--- config.mk ---
export PLATFORM = sky130hd
export DESIGN_NAME = img_writeback_buffer
export DESIGN_NICKNAME = d
export VERILOG_FILES = /design/src/rtl/img_writeback_buffer.sv
export SDC_FILE = /design/constraint.sdc
export NUM_CORES = 2
export LEC_CHECK = 0
export BUFFER_PORTS_ARGS = -buffer_cell sky130_fd_sc_hd__buf_2
export CAP_MARGIN = 20
export CORE_MARGIN = 5
export CORE_UTILIZATION = 45
export DETAILED_ROUTE_END_ITERATION = 12
export MAX_ROUTING_LAYER = met4
export PLACE_DENSITY = 0.58
export SLEW_MARGIN = 10
export SYNTH_ARGS = -nofsm -noshare
export SYNTH_HDL_FRONTEND = slang
export SYNTH_SLANG_ARGS = --single-unit
--- constraint.sdc ---
create_clock -name clk -period 6 [get_ports clk]
set_input_delay 0.3 -clock clk [delete_from_list [all_inputs] [get_ports clk]]
set_output_delay 0.3 -clock clk [all_outputs]
set_load 0.005 [all_outputs]
--- src/rtl/img_writeback_buffer.sv ---
// img_writeback_buffer: buffers the accumulated pixel stream and re-emits it as fixed-length write bursts
module img_writeback_buffer #(
    parameter int IMG_N        = 258,
    parameter int FIFO_DEPTH   = 64,
    parameter int BURST_LEN    = 16,
    parameter int AFULL_MARGIN = 16
) (
    input  logic                        clk,
    input  logic                        arstn,
    input  logic                        start_wb,
    input  logic [31:0]                 in_data,
    input  logic                        in_valid,
    output logic                        in_ready,
    output logic [31:0]                 m_tdata,
    output logic                        m_tvalid,
    input  logic                        m_tready,
    output logic                        m_tlast,
    output logic                        m_tuser,
    output logic                        wb_done,
    output logic                        overflow,
    output logic [$clog2(FIFO_DEPTH):0] fill_level
);
    localparam int TOTAL_NUM = IMG_N * IMG_N;
    localparam int AW        = $clog2(FIFO_DEPTH);
    localparam int CW        = AW + 1;
    localparam int PW        = $clog2(TOTAL_NUM + 1);
    localparam int LW        = $clog2(BURST_LEN + 1);

    typedef enum logic [1:0] {S_FILL, S_BURST, S_DONE} state_t;

    logic [31:0]   r_mem [FIFO_DEPTH];
    logic [AW-1:0] r_wptr;
    logic [AW-1:0] r_rptr;
    logic [CW-1:0] r_count;
    state_t        r_state;
    logic [PW-1:0] r_pix;
    logic [LW-1:0] r_beat;
    logic [LW-1:0] r_len;
    logic          r_fend;
    logic          w_full;
    logic          w_push;
    logic          w_pop;
    logic          w_next_last;
    logic [PW-1:0] w_rem;
    logic [LW-1:0] w_len;

    assign w_full      = r_count == CW'(FIFO_DEPTH);
    assign w_push      = in_valid && !w_full && !start_wb;
    assign w_pop       = m_tvalid && m_tready && !start_wb;
    assign w_rem       = PW'(TOTAL_NUM) - r_pix;
    assign w_len       = (w_rem < PW'(BURST_LEN)) ? w_rem[LW-1:0] : LW'(BURST_LEN);
    assign w_next_last = (r_beat + LW'(2)) == r_len;
    assign in_ready    = r_count < CW'(FIFO_DEPTH - AFULL_MARGIN);
    assign fill_level  = r_count;

    // storage array; contents are only read where the occupancy count guarantees a valid entry
    always_ff @(posedge clk) begin
        if (w_push) r_mem[r_wptr] <= in_data;
    end

    // pointers, occupancy and the sticky overflow flag
    always_ff @(posedge clk or negedge arstn) begin
        if (!arstn) begin
            r_wptr   <= '0;
            r_rptr   <= '0;
            r_count  <= '0;
            overflow <= 1'b0;
        end else if (start_wb) begin
            r_wptr   <= '0;
            r_rptr   <= '0;
            r_count  <= '0;
            overflow <= 1'b0;
        end else begin
            r_wptr   <= w_push ? r_wptr + AW'(1) : r_wptr;
            r_rptr   <= w_pop ? r_rptr + AW'(1) : r_rptr;
            r_count  <= r_count + CW'(w_push) - CW'(w_pop);
            overflow <= overflow || (in_valid && w_full);
        end
    end

    // burst sequencer: waits for a whole burst in the buffer, then streams it with registered outputs
    always_ff @(posedge clk or negedge arstn) begin
        if (!arstn) begin
            r_state  <= S_FILL;
            r_pix    <= '0;
            r_beat   <= '0;
            r_len    <= '0;
            r_fend   <= 1'b0;
            m_tdata  <= '0;
            m_tvalid <= 1'b0;
            m_tlast  <= 1'b0;
            m_tuser  <= 1'b0;
            wb_done  <= 1'b0;
        end else if (start_wb) begin
            r_state  <= S_FILL;
            r_pix    <= '0;
            r_beat   <= '0;
            m_tvalid <= 1'b0;
            m_tlast  <= 1'b0;
            m_tuser  <= 1'b0;
            wb_done  <= 1'b0;
        end else begin
            wb_done <= 1'b0;
            case (r_state)
                S_FILL: begin
                    if (fill_level >= CW'(w_len)) begin
                        r_state  <= S_BURST;
                        r_len    <= w_len;
                        r_fend   <= (w_rem <= PW'(BURST_LEN));
                        r_beat   <= '0;
                        m_tdata  <= r_mem[r_rptr];
                        m_tvalid <= 1'b1;
                        m_tlast  <= w_len == LW'(1);
                        m_tuser  <= w_rem == PW'(1);
                    end
                end
                S_BURST: begin
                    if (w_pop && m_tlast) begin
                        r_state  <= r_fend ? S_DONE : S_FILL;
                        r_pix    <= r_fend ? '0 : r_pix + PW'(1);
                        r_beat   <= '0;
                        m_tvalid <= 1'b0;
                        m_tlast  <= 1'b0;
                        m_tuser  <= 1'b0;
                        wb_done  <= r_fend;
                    end else if (w_pop) begin
                        r_pix   <= r_pix + PW'(1);
                        r_beat  <= r_beat + LW'(1);
                        m_tdata <= r_mem[r_rptr + AW'(1)];
                        m_tlast <= w_next_last;
                        m_tuser <= r_fend && w_next_last;
                    end
                end
                default: r_state <= S_FILL;
            endcase
        end
    end
endmodule

**Yosys cells after proc, flatten, opt, wreduce, memory -nomap -nowiden**

Memory sizes are Yosys's and may differ from the RTL's.
Cells that the tools add are included.

- Register bits after elaboration: 86
- RAM bits: 2,048
- Input port bits: 37
- Output and inout bits: 45
- Logic and storage cells: 107
- Memories: 1

Memory list:

| name | words | bits a word | rd ports | clocked after memory_dff | write ports | line | RTL |
|---|---|---|---|---|---|---|---|
| r_mem | 64 | 32 | 2 | 0 | 1 | 31 | `logic [31:0] r_mem [FIFO_DEPTH];` |

- Add/subtract/negate cells: 8
- Magnitude comparators: 4
- Equal/unequal tests: 11
- Mux-type cells: 45
- Bitwise operators: 1
- Reductions and logical operators: 23

Operator list:

| cell | number |
|---|---|
| 32-bit two-way mux | 3 |
| 17-bit two-way mux | 5 |
| 32-bit case mux with 2 select lines | 1 |
| 5-bit two-way mux | 5 |
| 6-bit two-way mux | 4 |
| 17-bit by 1-bit adder with 17-bit output (second input constant) | 1 |
| 17-bit by 1-bit == test with 1-bit output (second input constant) | 1 |
| 17-bit by 5-bit <= comparator with 1-bit output (second input constant) | 1 |
| 17-bit by 5-bit < comparator with 1-bit output (second input constant) | 1 |
| 1-bit two-way mux | 17 |
| 17-bit subtractor (first input constant) | 1 |
| 6-bit by 1-bit adder with 6-bit output (second input constant) | 2 |
| 5-bit case mux with 2 select lines | 1 |
| 3-bit AND reduction | 3 |
| 2-bit two-way mux | 4 |
| 2-bit nonzero test | 4 |
| 7-bit by 1-bit adder with 7-bit output | 1 |
| 7-bit == test (second input constant) | 1 |
| 7-bit by 5-bit greater-or-equal comparator with 1-bit output | 1 |
| 1-bit logical AND | 7 |
| 7-bit by 6-bit < comparator with 1-bit output (second input constant) | 1 |
| 7-bit two-way mux | 1 |
| 7-bit by 1-bit subtractor with 7-bit output | 1 |
| 2-bit inequality test (second input constant) | 3 |
| other kinds (16) | 22 |

**Longest topological paths before layout**

- Depth in word-level cells: 7
- Depth in mapped cells: 19
- Gate-level depth less buffers: 17

**Worst setup path before layout**

OpenSTA, ideal clock, no wires.

- Kind: reg-to-reg
- From: reg r_count[2] (netlist: fill_level[2])
- To: mem r_mem[48][0], enable pin
- Library setup time: 503 ps
- Data arrival time: 4,604 ps
- Data required time: 5,497 ps
- Slack: 894 ps
- Stages on the path, launching flop included: 8
- Path buffers: 0
- Clock period less this slack: 5,106 ps
- Path through: dfrtp_1 inv_1 ha_1 nand4_1 o21ai_0 nor2_1 nand4b_1 nor4_1

- Word-level cells in the longest chain between the ends: 6

Ends and longest elaborated chain:

| item | line | RTL |
|---|---|---|
| from (decl) | 34 | `logic [CW-1:0] r_count;` |
| from (signal assigned) | 76 | `r_count <= r_count + CW'(w_push) - CW'(w_pop);` |
| 7-bit == test | 47 | `assign w_full = r_count == CW'(FIFO_DEPTH);` |
| 1-bit logical NOT | 48 | `assign w_push = in_valid && !w_full && !start_wb;` |
| 1-bit logical AND (2 in series) | 48 |  |
| 1-bit two-way mux | 58 | `if (w_push) r_mem[r_wptr] <= in_data;` |
| 1-bit two-way mux (not written as such) | 58 |  |
| to (decl) | 31 |  |

No other way between the ends.

**Worst setup path in the final report**

- From: reg r_pix[0]
- To: reg m_tdata[12]

- Word-level cells in the longest chain between the ends: 6

Ends and longest elaborated chain:

| item | line | RTL |
|---|---|---|
| from (decl) | 36 | `logic [PW-1:0] r_pix;` |
| from (signal assigned) | 120 | `r_pix <= r_fend ? '0 : r_pix + PW'(1);` |
| from (signal assigned) | 127 | `r_pix <= r_pix + PW'(1);` |
| 17-bit subtractor * | 50 | `assign w_rem = PW'(TOTAL_NUM) - r_pix;` |
| 17-bit by 5-bit < comparator with 1-bit output | 51 | `assign w_len = (w_rem < PW'(BURST_LEN)) ? w_rem[LW-1:0] : LW'(BURST_LEN);` |
| 5-bit two-way mux * | 51 |  |
| named net w_len[0] | 45 | `logic [LW-1:0] w_len;` |
| 7-bit by 5-bit greater-or-equal comparator with 1-bit output * | 106 | `if (fill_level >= CW'(w_len)) begin` |
| 2-bit inequality test (no line) * | - |  |
| 5-bit AND reduction (no line) * | - |  |
| to (signal assigned) | 111 | `m_tdata <= r_mem[r_rptr];` |
| to (signal assigned) | 129 | `m_tdata <= r_mem[r_rptr + AW'(1)];` |
| to (decl) | 14 | `output logic [31:0] m_tdata,` |

The timed path passes the listed nets; every way through them passes the cells marked *.
A chain may end at the register's enable or synchronous reset.

==> PnR_summary.wiki <==
{| class="wikitable"
! Metric !! Value
|-
| Result of the run || finished, final reports clean
|-
| Final cell count without fillers || 8987
|-
| Hold path startpoint || in_data[8]
|-
| Total via count after detailed routing || 62000
|-
| Gate Count Post-Synth || 5667
|-
| Initial antenna violation count || 19
|-
| Setup_tns || 0 ps
|-
| Final-stage net count || 5858
|-
| Cell area after synthesis || 100000 um^2
|-
| Number of cells upsized or downsized after cts || 0
|-
| Die height || 481 um
|-
| PnR Total Power || 0.0362 W
|-
| Sw Share || 26.6%
|-
| CTS Sinks || 2134
|-
| Critical path fanouts, max || 17
|-
| Setup repair after global routing missed its margin || no
|-
| Buffer count from post-CTS setup fixing || 0
|-
| Largest net degree at the start of global routing || 128
|-
| Mean cell area of the mapped netlist || 17.6 um^2
|-
| Number of global-route vias before repair || 60100
|-
| Async set or reset register ratio after synthesis || 4.03%
|-
| Share of cells above drive strength 1 || 28.1%
|-
| Register share of total power || 46.4%
|-
| Post-layout min period || 5480 ps
|-
| DR DRC count || 0
|-
| Synth unique cells || 84
|-
| DIE AREA || 232000 um^2
|-
| Placer Congestion || 0.875
|-
| Latest clock arrival within the worst-skew pair || 880 ps
|-
| CTS Root Cell || sky130_fd_sc_hd__clkbuf_16
|-
| Dominant synthesized flop cell || sky130_fd_sc_hd__edfxtp_1
|-
| Power per unit of standard cell area || 323 nW/um^2
|-
| Syn. warnings || 0
|-
| Static leakage || 33.7 nW
|-
| Reg clk slew, reported paths || 60 ps
|-
| Final hold slack || 133 ps
|-
| Core box area || 222000 um^2
|-
| Count of placed standard cells including taps || 8515
|-
| Clock Tree Buf Depth || 3
|-
| Ports placed on the boundary || 82
|-
| H-tree depth || 4
|-
| Path type of the worst setup path || flop to flop
|-
| Number of enable-type register cells in the synthesized netlist || 2048
|-
| Drt via density || 6.89
|-
| Remaining max-slew budget at the tightest pin || 20.2%
|-
| CP startpoint kind || flop
|-
| Synth area leader || sky130_fd_sc_hd__edfxtp_1
|-
| Number of hold buffers added after cts || 8
|-
| Maximum clock frequency || 182 MHz
|-
| Tcrit/Tclk final || 91.3%
|-
| TritonRoute pass-1 iters || 7
|-
| Most frequent cells in the layout || sky130_fd_sc_hd__edfxtp_1, sky130_fd_sc_hd__mux4_2, sky130_fd_sc_hd__nand2_1
|-
| Hold Violations, Final || 0
|-
| TritonCTS clock tree || yes
|-
| Final HPWL from detailed placement || 201000 um
|-
| Max-slew violation count || 0
|-
| Largest cells by area after synthesis || sky130_fd_sc_hd__edfxtp_1, sky130_fd_sc_hd__mux4_2, sky130_fd_sc_hd__mux2i_1
|-
| Post-Place Cell Area || 105000 um^2
|-
| Finished Cell Area || 112000 um^2
|-
| # setup viols final || 0
|-
| #FFs+latches synth || 2134
|-
| Max-Cap Viols || 0
|-
| Portion of total power attributed to combinational logic || 16.8%
|-
| Wire length after detailed routing || 347000 um
|-
| Global-route congestion overflow total || 0
|-
| Worst endpoint data arrival time || 6240 ps
|-
| Cell internal power dissipation || 0.0266 W
|-
| Post-DRT Antenna Nets || 0
|-
| Die W || 481 um
|-
| Synth Net Count || 5730
|-
| Launching element of the worst setup path || r_pix[0]
|-
| Power dissipated by switching net loads || 0.00962 W
|-
| Measured slew at the worst slew-check pin || 1200 ps
|-
| Hold/Removal Path Class || input pin to flop
|-
| Global-route usage over all layers || 30.5%
|-
| Beginning of the worst register-to-register path || r_pix[0]
|-
| First-pass GRT wire length || 479000 um
|-
| Synth-to-layout area growth || 12.2%
|-
| Post-route clock skew || 39.7 ps
|-
| Row cnt || 173
|-
| Highest ir drop seen on vdd || 281 uV
|-
| Proportion of synthesized chip area in sequential cells || 63.7%
|-
| Post-synth top area share || 61.5%
|-
| Crit. End Element || flop
|-
| Number of DRC markers after the initial detailed-route iteration || 9409
|-
| Required time worst endpoint || 6760 ps
|-
| Most common library cell in the layout ignoring fill and taps || sky130_fd_sc_hd__edfxtp_1
|-
| Number of buffers inserted by port buffering || 81
|-
| Number of clock buffers inserted by TritonCTS || 224
|-
| Starting density of the core || 45.1%
|-
| Routed wire length per instance || 38.6 um
|-
| Relative contribution of the clock network to total power || 36.8%
|}
## registers in the layout, summed over array words and instances (netlist names)
register and count:
fill_level 7, m_tdata 32, m_tlast 1, m_tuser 1, m_tvalid 1, overflow 1, r_beat 5, r_fend 1
r_len 5, r_mem 2048, r_pix 17, r_rptr 6, r_state 2, r_wptr 6, wb_done 1
## power groups by stage
stage / clock [W] / sequential [W] / combinational (W)
6_report: 0.0133 / 0.0168 / 0.00608
5_1_grt: 0.0141 / 0.0168 / 0.00645
4_1_cts: 0.0135 / 0.0168 / 0.00606
3_5_place_dp: 0 / 0.0171 / 0.00603
3_3_place_gp: 0 / 0.0171 / 0.00601
2_1_floorplan: 0 / 0.0169 / 0.00418
## Yosys cell counts (9+ instances only)
cell / number
sky130_fd_sc_hd__xor2_1: 22
sky130_fd_sc_hd__a221oi_1: 15
sky130_fd_sc_hd__ha_1: 25
sky130_fd_sc_hd__nor4_1: 30
sky130_fd_sc_hd__clkbuf_1: 146
sky130_fd_sc_hd__o221ai_1: 9
sky130_fd_sc_hd__nor3_1: 36
sky130_fd_sc_hd__mux2_2: 32
sky130_fd_sc_hd__buf_2: 143
sky130_fd_sc_hd__buf_6: 29
sky130_fd_sc_hd__mux2i_1: 372
sky130_fd_sc_hd__o22a_1: 21
sky130_fd_sc_hd__a22o_1: 11
sky130_fd_sc_hd__inv_1: 18
sky130_fd_sc_hd__o21ai_0: 89
sky130_fd_sc_hd__a22oi_1: 45
sky130_fd_sc_hd__nand4_1: 19
sky130_fd_sc_hd__a32o_1: 16
sky130_fd_sc_hd__nand3b_1: 9
sky130_fd_sc_hd__nor2b_1: 24
sky130_fd_sc_hd__o22ai_1: 170
sky130_fd_sc_hd__nand3_1: 146
sky130_fd_sc_hd__nor2_1: 211
sky130_fd_sc_hd__o2111ai_1: 18
sky130_fd_sc_hd__o211ai_1: 31
sky130_fd_sc_hd__nand2b_1: 15
sky130_fd_sc_hd__buf_4: 67
sky130_fd_sc_hd__mux4_2: 879
sky130_fd_sc_hd__xnor2_1: 20
sky130_fd_sc_hd__a21oi_1: 67
sky130_fd_sc_hd__edfxtp_1: 2048
sky130_fd_sc_hd__buf_1: 46
sky130_fd_sc_hd__and3_1: 31
sky130_fd_sc_hd__dfrtp_1: 86
sky130_fd_sc_hd__a211oi_1: 13
sky130_fd_sc_hd__a32oi_1: 19
sky130_fd_sc_hd__o41ai_1: 18
sky130_fd_sc_hd__nand2_1: 493
sky130_fd_sc_hd__a31oi_1: 46
## kinds of logic (layout without fill, tap and decap cells)
group | count (synthesis) | in the layout | synth area share, %
fa+ha+maj | 26 | 26 | 0.333
buf+inv | 450 | 777 | 2.34
flops | 2134 | 2134 | 63.7
other cells | 0 | 18 | 0
simple gates | 1065 | 1065 | 4.77
mux | 1284 | 1284 | 23.9
compound gates | 664 | 664 | 4.59
xor+xnor | 44 | 44 | 0.401
## final cells by class
cell class	count	area, um^2
sequential	2134	63700
inverter	18	67.6
fill	18000	109000
clock inverter	152	1040
antenna	18	45.0
clock buffer	273	5940
multi-input combinational	3083	34700
tap	2975	3720
timing repair buffer	334	3020
## worst max-delay path: stages (launching register included)
cell,delay (ps)
sky130_fd_sc_hd__dfrtp_1,480
sky130_fd_sc_hd__inv_1,210
sky130_fd_sc_hd__ha_1,330
sky130_fd_sc_hd__nor2b_1,140
sky130_fd_sc_hd__o41a_1,470
sky130_fd_sc_hd__o21ai_1,130
sky130_fd_sc_hd__or3b_2,510
sky130_fd_sc_hd__and4bb_4,280
sky130_fd_sc_hd__and2_4,160
sky130_fd_sc_hd__ha_1,260
sky130_fd_sc_hd__nand3_1,60
sky130_fd_sc_hd__o41ai_1,310
sky130_fd_sc_hd__nor2_1,100
sky130_fd_sc_hd__nor4_1,500
sky130_fd_sc_hd__o21a_2,800
sky130_fd_sc_hd__o311ai_0,340
sky130_fd_sc_hd__o22a_1,250
## path summary, 6_finish.rpt
kind	endpoint	slack [ps]	cells past startpoint
max in group asynchronous	r_rptr[3]	3990	5
worst max-delay path	m_tdata[12]	520	16
worst min register to register	m_tdata[30]	490	2
worst min-delay path	r_mem[28][8]	130	1
min in group asynchronous	r_rptr[4]	490	3
worst max register to register	m_tdata[12]	520	16
## per-layer routing
metal  up-vias  wire, um  global-route usage (%)  part of all wire [%]
li1      24000         -                       -                     -
met1     33000    133000                    41.1                    38
met2      4213    159000                    45.4                    46
met3       769     38900                    6.95                    11
met4         0     16200                    12.6                   4.7
met5         -         0                       -                     0
## stage by stage
stage	util, %	worst slack [ps]
after floorplan	-	894
after global placement	47.2	804
after detailed placement	47.3	639
after CTS	50.4	622
after global routing	50.6	282
final	50.6	520
No activity file was read; power rests on OpenSTA's default activity.
